`src/rtl/option_queue.sv`:
```
// option_queue: circular replay queue on the transmitter side of the line solver's option stream.
// It is loaded once, replays entries, requeues options by verdict and keeps per-line option counts.
module option_queue #(
    parameter int SIZE  = 3,
    parameter int DEPTH = 64
) (
    input  logic                     clk,
    input  logic                     rst,
    input  logic                     load_valid,
    input  logic                     load_is_index,
    input  logic [SIZE-1:0]          load_data,
    output logic                     load_ready,
    input  logic                     load_done,
    output logic [SIZE-1:0]          option,
    output logic                     option_is_index,
    output logic                     valid_op,
    input  logic                     valid_out,
    input  logic                     put_back_to_FIFO,
    output logic [2*SIZE:0][6:0]     old_options_amnt,
    output logic [$clog2(DEPTH):0]   count,
    output logic                     done
);

    localparam int AW = $clog2(DEPTH);
    localparam int CW = AW + 1;
    localparam logic [CW-1:0]   CAP      = CW'(DEPTH);
    localparam logic [CW-1:0]   CNT_ONE  = CW'(1);
    localparam logic [AW-1:0]   PTR_ONE  = AW'(1);
    localparam logic [SIZE-1:0] LINE_MAX = SIZE'(2 * SIZE);

    typedef enum logic [1:0] {
        ST_LOAD  = 2'd0,
        ST_ISSUE = 2'd1,
        ST_WAIT  = 2'd2,
        ST_DONE  = 2'd3
    } state_t;

    state_t          state;
    logic [SIZE:0]   mem [DEPTH];
    logic [AW-1:0]   head;
    logic [AW-1:0]   tail;
    logic [SIZE-1:0] load_line;
    logic [SIZE-1:0] cur_line;
    logic            first_pass_done;
    logic            discard_seen;

    logic [SIZE:0]   head_entry;
    logic            head_is_index;
    logic [SIZE-1:0] head_data;
    logic            load_fire;
    logic            stop_here;
    logic            wr_en;
    logic [SIZE:0]   wr_data;

    assign head_entry    = mem[head];
    assign head_is_index = head_entry[SIZE];
    assign head_data     = head_entry[SIZE-1:0];
    assign load_ready    = (state == ST_LOAD) && (count < CAP);
    assign load_fire     = load_valid && load_ready;
    // A pass that eliminated nothing ends the solve at the next line-0 marker.
    assign stop_here     = head_is_index && (head_data == '0) && first_pass_done && !discard_seen;

    // Single tail write port: load, index recirculation, or kept option.
    always_comb begin
        wr_en   = 1'b0;
        wr_data = head_entry;
        case (state)
            ST_LOAD: begin
                if (load_fire) begin
                    wr_en   = 1'b1;
                    wr_data = {load_is_index, load_data};
                end else begin
                    wr_en = 1'b0;
                end
            end
            ST_ISSUE: begin
                if ((count != '0) && head_is_index && !stop_here) begin
                    wr_en = 1'b1;
                end else begin
                    wr_en = 1'b0;
                end
            end
            ST_WAIT: begin
                if (valid_out && put_back_to_FIFO) begin
                    wr_en   = 1'b1;
                    wr_data = {1'b0, option};
                end else begin
                    wr_en = 1'b0;
                end
            end
            default: begin
                wr_en = 1'b0;
            end
        endcase
    end

    // Queue storage; contents need no reset because the pointers define validity.
    always_ff @(posedge clk) begin
        if (wr_en && !rst) begin
            mem[tail] <= wr_data;
        end
    end

    // Control FSM, pointers, counters and registered outputs.
    always_ff @(posedge clk) begin
        if (rst) begin
            state            <= ST_LOAD;
            head             <= '0;
            tail             <= '0;
            count            <= '0;
            load_line        <= '0;
            cur_line         <= '0;
            first_pass_done  <= 1'b0;
            discard_seen     <= 1'b0;
            option           <= '0;
            option_is_index  <= 1'b0;
            valid_op         <= 1'b0;
            done             <= 1'b0;
            old_options_amnt <= '0;
        end else begin
            valid_op <= 1'b0;
            if (wr_en) begin
                tail <= tail + PTR_ONE;
            end
            case (state)
                ST_LOAD: begin
                    if (load_fire) begin
                        count <= count + CNT_ONE;
                        if (load_is_index) begin
                            load_line <= load_data;
                        end else if ((load_line <= LINE_MAX) &&
                                     (old_options_amnt[load_line] != 7'd127)) begin
                            old_options_amnt[load_line] <= old_options_amnt[load_line] + 7'd1;
                        end
                    end
                    if (load_done && (count != '0)) begin
                        state <= ST_ISSUE;
                    end
                end
                ST_ISSUE: begin
                    if ((count == '0) || stop_here) begin
                        state <= ST_DONE;
                        done  <= 1'b1;
                    end else if (head_is_index) begin
                        valid_op        <= 1'b1;
                        option          <= head_data;
                        option_is_index <= 1'b1;
                        head            <= head + PTR_ONE;
                        cur_line        <= head_data;
                        if (head_data == '0) begin
                            first_pass_done <= 1'b1;
                            discard_seen    <= 1'b0;
                        end
                    end else begin
                        valid_op        <= 1'b1;
                        option          <= head_data;
                        option_is_index <= 1'b0;
                        head            <= head + PTR_ONE;
                        count           <= count - CNT_ONE;
                        state           <= ST_WAIT;
                    end
                end
                ST_WAIT: begin
                    if (valid_out) begin
                        if (put_back_to_FIFO) begin
                            count <= count + CNT_ONE;
                        end else begin
                            discard_seen <= 1'b1;
                            if ((cur_line <= LINE_MAX) && (old_options_amnt[cur_line] != 7'd0)) begin
                                old_options_amnt[cur_line] <= old_options_amnt[cur_line] - 7'd1;
                            end
                        end
                        state <= ST_ISSUE;
                    end
                end
                ST_DONE: begin
                    done <= 1'b1;
                end
                default: begin
                    state <= ST_LOAD;
                end
            endcase
        end
    end

endmodule

```
`config.mk`:
```
export PLATFORM = sky130hd
export DESIGN_NAME = option_queue
export DESIGN_NICKNAME = d
export VERILOG_FILES = /design/src/rtl/option_queue.sv
export SDC_FILE = /design/constraint.sdc
export NUM_CORES = 1
export LEC_CHECK = 0
export ABC_CLOCK_PERIOD_IN_PS = 5600
export BUFFER_PORTS_ARGS = -buffer_cell sky130_fd_sc_hd__buf_4
export CAP_MARGIN = 20
export CORE_AREA = 3 3 230 232
export CTS_BUF_LIST = sky130_fd_sc_hd__clkbuf_4 sky130_fd_sc_hd__clkbuf_8 sky130_fd_sc_hd__clkbuf_16
export CTS_CLUSTER_DIAMETER = 50
export DETAILED_ROUTE_END_ITERATION = 7
export DIE_AREA = 0 0 233 235
export PLACE_DENSITY_LB_ADDON = 0.25
export SETUP_SLACK_MARGIN = 0.2
export SYNTH_ARGS = -nofsm -noshare
export SYNTH_HDL_FRONTEND = slang
export SYNTH_SLANG_ARGS = --single-unit
```
`constraint.sdc`:
```
create_clock -name clk -period 5.6 [get_ports clk]
set_input_delay 0.28 -clock clk [delete_from_list [all_inputs] [get_ports clk]]
set_output_delay 0.28 -clock clk [all_outputs]
set_load 0.01 [all_outputs]
```
==> out/summary.txt <==
Setup ws final = 1.35 ns
Predominant post-synthesis flop cell = edfxtp_1
Post-synthesis sequential area ratio = 0.604
CTS resizes = 0
First-pass GRT wire length = 64900 um
Worst path top cell family by delay = simple AND/OR/NAND/NOR gates
Boundary Pins = 73
Hold_sp = load_is_index
Vias in the first global route = 10200
Num CTS Buffers = 40
Int Power = 5.46 mW
Max VDD drop = 0.242 mV
Area share of the largest cell type after synthesis = 0.489
CP Max Fanout = 17
Dpl ws = 1.33 ns
Sw frac = 0.322
Worst Tran Pin Value = 1.14 ns
Crit end category = register
Syn nets = 1137
Syn_area_per_cell = 14.1 um2
Root buffer cell = clkbuf_16
Period Utilization, post-route = 0.758
Final hold violation count = 0
Width of the chip = 233 um
Most common cell after layout, fill and taps aside = edfxtp_1
Part of the power in registers = 0.415
RSZ-0062 raised after global routing = no
Combinational share of power = 0.246
Slew Viols, Final = 0
Clock Path Buffers = 3
Min Clock Period, post-route = 4.25 ns
P per Cell Area = 435 nW/um2
Most frequent cells in the layout = edfxtp_1 (256), nor2_1 (104), buf_4 (98)
CP max stage delay = 0.72 ns
Setup Fix Bufs, Post-CTS = 0
Normalized max-slew margin = 0.235
Setup Skew = 0.0237 ns
Post-synth EDFFs = 256
Synth area leaders = edfxtp_1 (49%), dfxtp_1 (11%), mux4_2 (11%), mux2i_1 (5.4%), nor2_1 (2.5%)
Post-Synthesis Cell Area = 15700 um2
Nets = 1217
Routed WL = 42700 um
Placed Area = 17100 um2
YS warnings = 0
Layout fillers = 4891
ANT nets after route = 0
Initial core utilization = 0.307
DR pass1 iterations = 5
Leakage = 6.15 nW
Hpwl dp = 28700 um
1st-iter DRT viols = 931
Row count = 83
Vias per cell = 5.30
Critical-path top delay cell = dfxtp_2
Total GRT Usage = 0.154
Cell Chain, Critical Path = buf_4, mux4_2, mux2i_1, nand2_1, nand4b_1, nand4_1, o32ai_4, buf_4, nand4bb_1, nor2_1
Via Count = 10100
Fmax = 235 MHz
Largest net degree at the start of global routing = 65
GRT overflow = 0
PortBufs = 72
Core area = 51200 um2
Required @ worst endpoint = 5.87 ns
Yosys reg bits = 346
Initial antenna violation count = 0
Outcome = finished clean
Setup TNS = 0 ns
Worst setup SP type = register
Area of the multi-input gates = 5880 um2
Clk sinks = 346
Register area = 9500 um2
Htree depth = 2
Finished Cell Area = 18500 um2
CTS tree = yes
Max cap viols = 0
GP Congestion = 0.858
Clk network pwr share = 0.339
Number of diodes = 0
Final setup vio count = 0
CTS clk-pin slew, worst paths = 0.06 ns
FFs w/ async S/R, synth = 0
Share of layout cells above drive strength 1 = 0.229
DR DRC count = 0
CP bufs+invs = 2
Area growth syn-to-layout = 17.6%
Unique masters post-synth = 75
Sw Pwr = 2.59 mW
Area leader, netlist = edfxtp_1
Routed WL per cell = 22.4 um
CP Data Arrival Time = 4.52 ns
Worst-Skew Late Latency = 0.57 ns
Post-Synthesis Cells = 1116
Chip Height = 235 um
Most used cell, CP = buf_4
Min-Delay Path Class = input pin to register
Kind of critical path = register to register
Die area = 54800 um2
[cell type report]
| cell class | count | area share |
|---|---|---|
| Clock buffer | 45 | 0.0562 |
| Inverter | 23 | 0.00467 |
| Sequential cell | 346 | 0.514 |
| Clock inverter | 28 | 0.0186 |
| Timing Repair Buffer | 102 | 0.0425 |
| Multi-Input combinational cell | 683 | 0.318 |
| Tap cell | 680 | 0.0460 |
[synthesized netlist by cell type (all sizes together), types with 5 or more instances]
library cell / instances
nand3: 28
xor2: 7
ha: 10
nor3: 67
nor2: 104
nand4: 6
buf: 35
a22oi: 21
dfxtp: 90
o22ai: 23
mux2i: 84
a21oi: 26
and3: 8
o21ai: 16
edfxtp: 256
clkbuf: 29
or3: 7
mux4: 75
inv: 21
o221ai: 6
a2bb2oi: 15
nand2: 36
nand3b: 8
mux2: 8
nor2b: 29
o22a: 5
nand2b: 5
a211oi: 13
o2bb2ai: 8
xnor2: 10
a21o: 9
[layer usage]
layer	wire, um	track usage
met1	19200	0.214
met2	20100	0.247
met3	2430	0.0306
met4	1010	0.0424
met5	0	0
[cell families (layout without fill, tap and decap cells)]
logic type | count (synthesis) | after routing | share of synthesized area
AOI/OAI and AO/OA | 172 | 172 | 0.0875
xor gates and xnor gates | 17 | 17 | 0.00948
adders and majority gates | 11 | 11 | 0.00924
buffers and inverters | 87 | 198 | 0.0246
DFF | 346 | 346 | 0.604
muxes | 167 | 167 | 0.167
and+or+nand+nor | 316 | 316 | 0.0984
[timing repair]
| action | 4_1_cts | 5_1_grt |
|---|---|---|
| setup endpoints to repair | 0 | 0 |
| hold buffers | 3 | 0 |
| endpoints found under the hold margin | 3 | 0 |
[worst paths after layout]
kind / to / slack [ns] / depth (start not counted)
max: mem[40][3]$_DFFE_PP_ / 1.35 / 10
min: load_line[0]$_SDFFE_PP0P_ / 0.03 / 3
max reg2reg: mem[40][3]$_DFFE_PP_ / 1.35 / 10
min reg2reg: first_pass_done$_SDFFE_PP0P_ / 0.51 / 2
[state kept, by name (all words and copies together), names as in the netlist, named ones only]
name,cells
option_is_index,1
old_options_amnt,49
discard_seen,1
load_line,3
first_pass_done,1
cur_line,3
done,1
option,3
head,6
valid_op,1
count,7
tail,6
mem,256
state,2
[through the flow]
stage,instances,power [mW],hold WS [ns],utilization
after global placement,1831,5.35,0.490,0.333
final,1907,8.05,0.0335,0.361
after CTS,1907,8.10,0.0103,0.361
after floorplan,1116,4.65,0.428,-
after detailed placement,1831,5.36,0.500,0.333
after global routing,1907,8.38,0.0359,0.361
[power by group through the flow]
| stage | clock network (mW) | registers (mW) | logic [mW] |
|---|---|---|---|
| CTS | 2.79 | 3.34 | 1.97 |
| global route | 2.89 | 3.36 | 2.13 |
| detailed placement | 0 | 3.39 | 1.97 |
| floorplan | 0 | 3.36 | 1.29 |
| global placement | 0 | 3.39 | 1.95 |
| finish | 2.73 | 3.34 | 1.98 |
[worst reg2reg max path: cells and delay by family (launching register included)]
| kind | cells | cell delay, ns |
|---|---|---|
| and+or+nand+nor | 5 | 1.03 |
| buffers and inverters | 2 | 0.73 |
| DFF | 1 | 0.72 |
| muxes | 2 | 0.88 |
| AOI/OAI and AO/OA | 1 | 0.59 |
(Power assumes the default switching activity.)
